==> src/rtl/of_stream_ctrl_if.sv <==
// ----------------------------------------------------------------------------
// of_stream_ctrl_if
//   Bundles the pixel-stream handshake and the datapath control/flag signals
//   of the optical-flow stream controller.
//
//   Signals
//     in_valid   source -> ctrl   source pixel valid
//     in_sof     source -> ctrl   first pixel of frame (qualified by in_valid)
//     in_ready   ctrl -> source   controller accepts the pixel this cycle
//     out_ready  sink -> ctrl     sink can take a result this cycle
//     calc_en    ctrl -> dpath    advances every datapath pipeline stage
//     pix_zero   ctrl -> dpath    datapath pixel mux drives zeros (flush)
//     out_valid  ctrl -> sink     vx/vy on the datapath outputs is a real pixel
//     out_sof    ctrl -> sink     with out_valid: output pixel (0,0)
//     out_eol    ctrl -> sink     with out_valid: last column of a line
//     out_eof    ctrl -> sink     with out_valid: last pixel of the frame
//
//   Modports
//     master  environment side (source, sink, datapath)
//     slave   controller side
// ----------------------------------------------------------------------------
interface of_stream_ctrl_if;
    logic in_valid;
    logic in_sof;
    logic in_ready;
    logic out_ready;
    logic calc_en;
    logic pix_zero;
    logic out_valid;
    logic out_sof;
    logic out_eol;
    logic out_eof;

    modport master (
        output in_valid, in_sof, out_ready,
        input  in_ready, calc_en, pix_zero, out_valid, out_sof, out_eol, out_eof
    );

    modport slave (
        input  in_valid, in_sof, out_ready,
        output in_ready, calc_en, pix_zero, out_valid, out_sof, out_eol, out_eof
    );
endinterface

==> src/rtl/of_stream_ctrl.sv <==
// ----------------------------------------------------------------------------
// of_stream_ctrl
//   Sequences the optical-flow datapath. Turns a valid/ready pixel stream into
//   the datapath clock enable, tracks input and output raster positions, hides
//   the pipeline fill and pushes zero pixels through the pipeline at end of
//   frame so the last real results reach the outputs. Output flags are aligned
//   to the datapath vx/vy outputs.
//
//   Ports
//     clk         datapath clock
//     rst         asynchronous active-high reset
//     s           stream/datapath bundle (of_stream_ctrl_if.slave)
//     busy_o      controller is not idle
//     sync_err_o  one-cycle pulse: start-of-frame seen at a non-zero position
//     frame_cnt_o completed frames, wraps          (OF_CTRL_STATS_EN only)
//     stall_cnt_o RUN/FLUSH cycles with sink stall (OF_CTRL_STATS_EN only)
//
//   Optional feature macro: OF_CTRL_STATS_EN adds the two statistics outputs;
//   without it the ports and their logic are absent.
// ----------------------------------------------------------------------------
module of_stream_ctrl #(
    parameter int FRAME_WIDTH  = 1280,
    parameter int FRAME_HEIGHT = 720,
    parameter int PIPE_LATENCY = 9000,
    parameter int CNT_WIDTH    = 16
) (
    input  logic            clk,
    input  logic            rst,
    of_stream_ctrl_if.slave s,
    output logic            busy_o,
    output logic            sync_err_o
`ifdef OF_CTRL_STATS_EN
    ,
    output logic [31:0]     frame_cnt_o,
    output logic [31:0]     stall_cnt_o
`endif
);
    typedef enum logic [1:0] {IDLE = 2'd0, FILL = 2'd1, RUN = 2'd2, FLUSH = 2'd3} state_t;

    localparam logic [CNT_WIDTH-1:0] COL_LAST = CNT_WIDTH'(FRAME_WIDTH - 1);
    localparam logic [CNT_WIDTH-1:0] ROW_LAST = CNT_WIDTH'(FRAME_HEIGHT - 1);
    localparam logic [CNT_WIDTH-1:0] LAT      = CNT_WIDTH'(PIPE_LATENCY);
    localparam logic [CNT_WIDTH-1:0] ONE      = CNT_WIDTH'(1);

    state_t               state_q, state_d;
    logic [CNT_WIDTH-1:0] in_col_q, in_col_d, in_row_q, in_row_d;
    logic [CNT_WIDTH-1:0] out_col_q, out_col_d, out_row_q, out_row_d;
    logic [CNT_WIDTH-1:0] fill_cnt_q, fill_cnt_d;
    logic                 out_valid_q, out_valid_d;
    logic                 sync_err_q, sync_err_d;

    logic                 in_ready, calc_en, accept, frame_pix;
    logic                 resync, start, last_in, out_last;
    logic [CNT_WIDTH-1:0] base_col, base_row;

    always_comb begin
        state_d     = state_q;
        in_col_d    = in_col_q;
        in_row_d    = in_row_q;
        out_col_d   = out_col_q;
        out_row_d   = out_row_q;
        fill_cnt_d  = fill_cnt_q;
        out_valid_d = 1'b0;
        sync_err_d  = 1'b0;
        in_ready    = 1'b0;
        calc_en     = 1'b0;
        accept      = 1'b0;
        frame_pix   = 1'b0;
        resync      = 1'b0;
        start       = 1'b0;
        last_in     = 1'b0;
        out_last    = 1'b0;
        base_col    = in_col_q;
        base_row    = in_row_q;

        // In IDLE every offered pixel is taken so a source that starts
        // mid-frame drains; only a start-of-frame pixel enters the datapath.
        unique case (state_q)
            IDLE:    in_ready = s.in_valid;
            FILL:    in_ready = 1'b1;
            RUN:     in_ready = s.out_ready;
            default: in_ready = 1'b0;
        endcase
        accept = s.in_valid & in_ready;

        if (state_q == FLUSH) begin
            calc_en = s.out_ready;
        end else begin
            frame_pix = accept & ((state_q != IDLE) | s.in_sof);
            calc_en   = frame_pix;
        end

        // A start-of-frame in the middle of a frame drops the partial frame
        // and restarts everything with this pixel as (0,0).
        resync     = frame_pix & s.in_sof & (state_q != IDLE) &
                     ((in_col_q != '0) | (in_row_q != '0));
        start      = frame_pix & ((state_q == IDLE) | resync);
        sync_err_d = resync;

        if (start) begin
            base_col = '0;
            base_row = '0;
        end
        last_in = frame_pix & (base_col == COL_LAST) & (base_row == ROW_LAST);

        if (frame_pix) begin
            if (base_col == COL_LAST) begin
                in_col_d = '0;
                in_row_d = (base_row == ROW_LAST) ? '0 : base_row + ONE;
            end else begin
                in_col_d = base_col + ONE;
                in_row_d = base_row;
            end
        end

        // Fill counter saturates at the latency; the calc_en that brings it
        // there is the one whose result is the first real output.
        if (start) begin
            fill_cnt_d = ONE;
        end else if (calc_en && (fill_cnt_q != LAT)) begin
            fill_cnt_d = fill_cnt_q + ONE;
        end
        out_valid_d = calc_en & (fill_cnt_d == LAT);

        out_last = out_valid_q & (out_col_q == COL_LAST) & (out_row_q == ROW_LAST);
        if (start) begin
            out_col_d = '0;
            out_row_d = '0;
        end else if (out_valid_q) begin
            if (out_col_q == COL_LAST) begin
                out_col_d = '0;
                out_row_d = (out_row_q == ROW_LAST) ? '0 : out_row_q + ONE;
            end else begin
                out_col_d = out_col_q + ONE;
            end
        end

        unique case (state_q)
            IDLE, FILL, RUN: begin
                if (frame_pix) begin
                    if (last_in) begin
                        state_d = FLUSH;
                    end else if (fill_cnt_d == LAT) begin
                        state_d = RUN;
                    end else if (start) begin
                        state_d = FILL;
                    end
                end
            end
            default: begin
                if (out_last) begin
                    state_d     = IDLE;
                    fill_cnt_d  = '0;
                    out_valid_d = 1'b0;
                end
            end
        endcase
    end

    always_ff @(posedge clk or posedge rst) begin
        if (rst) begin
            state_q     <= IDLE;
            in_col_q    <= '0;
            in_row_q    <= '0;
            out_col_q   <= '0;
            out_row_q   <= '0;
            fill_cnt_q  <= '0;
            out_valid_q <= 1'b0;
            sync_err_q  <= 1'b0;
        end else begin
            state_q     <= state_d;
            in_col_q    <= in_col_d;
            in_row_q    <= in_row_d;
            out_col_q   <= out_col_d;
            out_row_q   <= out_row_d;
            fill_cnt_q  <= fill_cnt_d;
            out_valid_q <= out_valid_d;
            sync_err_q  <= sync_err_d;
        end
    end

    assign s.in_ready  = in_ready;
    assign s.calc_en   = calc_en;
    assign s.pix_zero  = (state_q == FLUSH);
    assign s.out_valid = out_valid_q;
    assign s.out_sof   = out_valid_q & (out_col_q == '0) & (out_row_q == '0);
    assign s.out_eol   = out_valid_q & (out_col_q == COL_LAST);
    assign s.out_eof   = out_last;
    assign busy_o      = (state_q != IDLE);
    assign sync_err_o  = sync_err_q;

`ifdef OF_CTRL_STATS_EN
    logic [31:0] frame_cnt_q, stall_cnt_q;

    always_ff @(posedge clk or posedge rst) begin
        if (rst) begin
            frame_cnt_q <= '0;
            stall_cnt_q <= '0;
        end else begin
            if (out_last) begin
                frame_cnt_q <= frame_cnt_q + 32'd1;
            end
            if (((state_q == RUN) || (state_q == FLUSH)) && !s.out_ready &&
                (stall_cnt_q != '1)) begin
                stall_cnt_q <= stall_cnt_q + 32'd1;
            end
        end
    end

    assign frame_cnt_o = frame_cnt_q;
    assign stall_cnt_o = stall_cnt_q;
`endif
endmodule

==> src/flat_wrapper.sv <==
// flat-port wrapper written by rule: the top's interface ports become plain ports
module of_stream_ctrl_flat 
#(
    parameter int FRAME_WIDTH  = 1280,
    parameter int FRAME_HEIGHT = 720,
    parameter int PIPE_LATENCY = 9000,
    parameter int CNT_WIDTH    = 16
)
  (clk, rst, busy_o, sync_err_o, s_in_valid, s_in_sof, s_out_ready, s_in_ready, s_calc_en, s_pix_zero, s_out_valid, s_out_sof, s_out_eol, s_out_eof);
  of_stream_ctrl_if s_i ();
  input  logic clk;
  input  logic rst;
  output logic busy_o;
  output logic sync_err_o;
  input wire logic [$bits(s_i.in_valid)-1:0] s_in_valid;
  input wire logic [$bits(s_i.in_sof)-1:0] s_in_sof;
  input wire logic [$bits(s_i.out_ready)-1:0] s_out_ready;
  output wire logic [$bits(s_i.in_ready)-1:0] s_in_ready;
  output wire logic [$bits(s_i.calc_en)-1:0] s_calc_en;
  output wire logic [$bits(s_i.pix_zero)-1:0] s_pix_zero;
  output wire logic [$bits(s_i.out_valid)-1:0] s_out_valid;
  output wire logic [$bits(s_i.out_sof)-1:0] s_out_sof;
  output wire logic [$bits(s_i.out_eol)-1:0] s_out_eol;
  output wire logic [$bits(s_i.out_eof)-1:0] s_out_eof;
  assign s_i.in_valid = s_in_valid;
  assign s_i.in_sof = s_in_sof;
  assign s_i.out_ready = s_out_ready;
  assign s_in_ready = s_i.in_ready;
  assign s_calc_en = s_i.calc_en;
  assign s_pix_zero = s_i.pix_zero;
  assign s_out_valid = s_i.out_valid;
  assign s_out_sof = s_i.out_sof;
  assign s_out_eol = s_i.out_eol;
  assign s_out_eof = s_i.out_eof;
  of_stream_ctrl #(.FRAME_WIDTH(FRAME_WIDTH), .FRAME_HEIGHT(FRAME_HEIGHT), .PIPE_LATENCY(PIPE_LATENCY), .CNT_WIDTH(CNT_WIDTH)) u_core (.clk(clk), .rst(rst), .s(s_i), .busy_o(busy_o), .sync_err_o(sync_err_o));
endmodule
==> config.mk <==
export PLATFORM = sky130hd
export DESIGN_NAME = of_stream_ctrl_flat
export DESIGN_NICKNAME = d
export VERILOG_FILES = /design/src/rtl/of_stream_ctrl_if.sv /design/src/rtl/of_stream_ctrl.sv /design/src/flat_wrapper.sv
export SDC_FILE = /design/constraint.sdc
export NUM_CORES = 1
export LEC_CHECK = 0
export ABC_AREA = 1
export CORE_MARGIN = 2
export CORE_UTILIZATION = 50
export CTS_CLUSTER_SIZE = 40
export DETAILED_ROUTE_END_ITERATION = 10
export PLACE_DENSITY = 0.66
export SLEW_MARGIN = 0
export SYNTH_ARGS = -nofsm -noshare
export SYNTH_HDL_FRONTEND = slang
export SYNTH_SLANG_ARGS = --single-unit
==> constraint.sdc <==
create_clock -name clk -period 6.8 [get_ports clk]
set_input_delay 1.36 -clock clk [delete_from_list [all_inputs] [get_ports clk]]
set_output_delay 1.36 -clock clk [all_outputs]
set_load 0.01 [all_outputs]
==> results.json <==
{
  "synth_area_mm2": 0.006087,
  "synthTopCellsByArea": "dfrtp_1 35%, nand2_1 17%, nor2_1 8.9%",
  "drive_gt1_share_pct": 5.745,
  "gp_congestion": 0.9014,
  "end_kind": "output pin",
  "grt_pass1_wl_mm": 25.96,
  "critPathKind": "in2out",
  "die_area_mm2": 0.01307,
  "first_iter_violations": 459,
  "yosys_warnings": 0,
  "synth-seq-cells": 84,
  "drc": 0,
  "finalCriticalPeriod_ns": 4.690,
  "hold-path-cell-count": 2,
  "initial_utilization_pct": 50.89,
  "async_reset_ff_share_pct": 100.0,
  "yosysTopAreaCellShare_pct": 34.53,
  "irDropWorstVdd_mv": 0.1385,
  "via_per_inst": 5.385,
  "start_kind": "primary input",
  "synth-edff-count": 0,
  "wl_per_cell_um": 14.18,
  "die_x_um": 114.3,
  "post_cts_buffers": 0,
  "cts_sinks": 84,
  "die_y_um": 114.3,
  "rsz0062_at_grt": "false",
  "p_per_area_mw_per_mm2": 259.7,
  "cts_tree": "done",
  "hp-class": "reg2reg",
  "drv_cap": 0,
  "first_pass_iters": 5,
  "ioPinCount": 14,
  "yosys.area.top_type": "dfrtp_1",
  "fill_cells": 1184,
  "design.core.area_mm2": 0.01196,
  "synthFlopType": "dfrtp_1",
  "seq_area_frac_synth_pct": 34.53,
  "place.detailed.hpwl_mm": 10.85,
  "wirelength_mm": 15.41,
  "n_antenna_cell": 0,
  "worst-r2r-cell-count": 17,
  "syn_nets": 945,
  "clk_latency_ns": 0.35,
  "min_period_over_period_pct": 68.97,
  "worstPathArrival_ns": 3.33,
  "port_buffers": 13,
  "antenna_found_initial": 0,
  "cts_inserted_buffers": 9,
  "cts.clk_slew.worst_paths_ns": 0.07,
  "hold_buffers": 0,
  "leakage_nw": 3.174,
  "ant_nets": 0,
  "syn_to_final_growth_pct": 8.839,
  "regArea_mm2": 0.002102,
  "path_max_fanout": 29,
  "worst-r2r-setup-slack_ns": 3.11,
  "grt_start_max_net_pins": 55,
  "setup-tns-final_ns": 0,
  "vias": 5853,
  "status": "finished clean",
  "grt_usage_pct": 24.68,
  "multi_input_area_mm2": 0.003398,
  "nets": 948,
  "syn_avg_cell_area_um2": 6.531,
  "cts_resized": 0,
  "synth.distinct_cells": 40,
  "grt_overflow_total": 0,
  "htreeDepth": 3,
  "postSynthCellCount": 932,
  "grt_pass1_vias": 5332,
  "worst_pin_slew_ns": 0.9403,
  "hold_violations": 0,
  "fp-row-count": 40,
  "cts-root-buf": "clkbuf_16",
  "fmax_mhz": 213.2,
  "final_common_cell": "nand2_1",
  "slew_headroom_pct": 37.08,
  "layout_common_cells": "268 x nand2_1, 144 x nor2_1, 114 x inv_1",
  "cts_buffer_depth": 2,
  "critPathRequiredTime_ns": 5.44,
  "finClkSkew_ns": 0.007446,
  "setup_viol": 0,
  "final_max_slew_viol_count": 0,
  "power.total_mw": 1.721
}
[stage by stage]
step | utilization [%] | worst slack (ns) | cells | hold WS, ns | instance area [um2]
after floorplan | - | 3.243 | 932 | 0.4705 | 6087
after global placement | 52.67 | 1.895 | 1071 | 0.4978 | 6300
after detailed placement | 52.67 | 1.811 | 1071 | 0.4980 | 6300
after CTS | 55.39 | 2.092 | 1087 | 0.5154 | 6625
after global routing | 55.39 | 1.807 | 1087 | 0.5538 | 6625
final | 55.39 | 2.110 | 1087 | 0.5134 | 6625
[synthesized netlist by cell type (3+ instances only)]
library cell	n
nand2_1	268
nor2_1	144
inv_1	115
nand3_1	86
dfrtp_1	84
nand4_1	33
o21ai_0	28
xor2_1	24
a21oi_1	19
nor3_1	19
buf_2	10
nor2_2	9
o22ai_1	9
ha_1	8
nor4_1	8
xnor2_1	8
buf_4	6
clkbuf_1	5
buf_1	4
inv_2	4
nand2_2	4
nand3b_1	4
o21ai_1	4
nor2_4	3
o31ai_1	3
[flip-flops by register name (all words and copies together) (netlist names)]
| name | flops |
|---|---|
| u_core.fill_cnt_q | 16 |
| u_core.in_col_q | 16 |
| u_core.in_row_q | 16 |
| u_core.out_col_q | 16 |
| u_core.out_row_q | 16 |
| u_core.s.out_valid | 1 |
| u_core.state_q | 2 |
| u_core.sync_err_o | 1 |
[cell type report]
class                           instances  share of cell area [%]
Timing Repair Buffer                   18                   2.531
Inverter                              119                   6.761
Multi-Input combinational cell        703                   51.29
Sequential cell                        84                   31.73
Clock inverter                          7                   1.511
Tap cell                              147                   2.776
Clock buffer                            9                   3.399
[power breakdown]
part           switching (mW)  internal (mW)
combinational           0.392          0.166
sequential             0.0623          0.553
clock                   0.223          0.325
[worst max-delay path, stage by stage]
cell and delay (ns):
clkdlybuf4s50_1 0.52, nand2_1 0.07, a21oi_1 0.16, nand2_2 0.39
nand2_4 0.26, clkdlybuf4s50_1 0.56
[kinds of logic after synthesis]
family / after synthesis / share of synthesized area, %
and+or+nand+nor: 588 / 42.45
buffers and inverters: 145 / 9.640
DFF: 84 / 34.53
AOI/OAI and AO/OA: 75 / 7.133
xor gates and xnor gates: 32 / 4.604
adders and majority gates: 8 / 1.644
[layer usage]
metal	part of all wire [%]	wire [um]	vias to the layer above	GRT usage [%]
met3	3.4	526	22	2.806
met5	0	0	-	0
met1	50	7658	2705	34.92
met2	45	6893	127	38.57
met4	2.2	335	0	10.24
li1	-	-	2999	-
[path summary, 6_finish.rpt]
path | start | to
worst max-delay path | s_in_valid | s_calc_en
worst min-delay path | u_core.in_row_q[0]$_DFFE_PP0P_ | u_core.in_row_q[0]$_DFFE_PP0P_
worst max register to register | u_core.state_q[1]$_DFFE_PP0P_ | u_core.in_row_q[3]$_DFFE_PP0P_
worst min register to register | u_core.in_row_q[0]$_DFFE_PP0P_ | u_core.in_row_q[0]$_DFFE_PP0P_
max in group asynchronous | rst | u_core.in_col_q[11]$_DFFE_PP0P_
min in group asynchronous | rst | u_core.out_col_q[15]$_DFFE_PP0P_
Power figures use the tool's default switching activity.
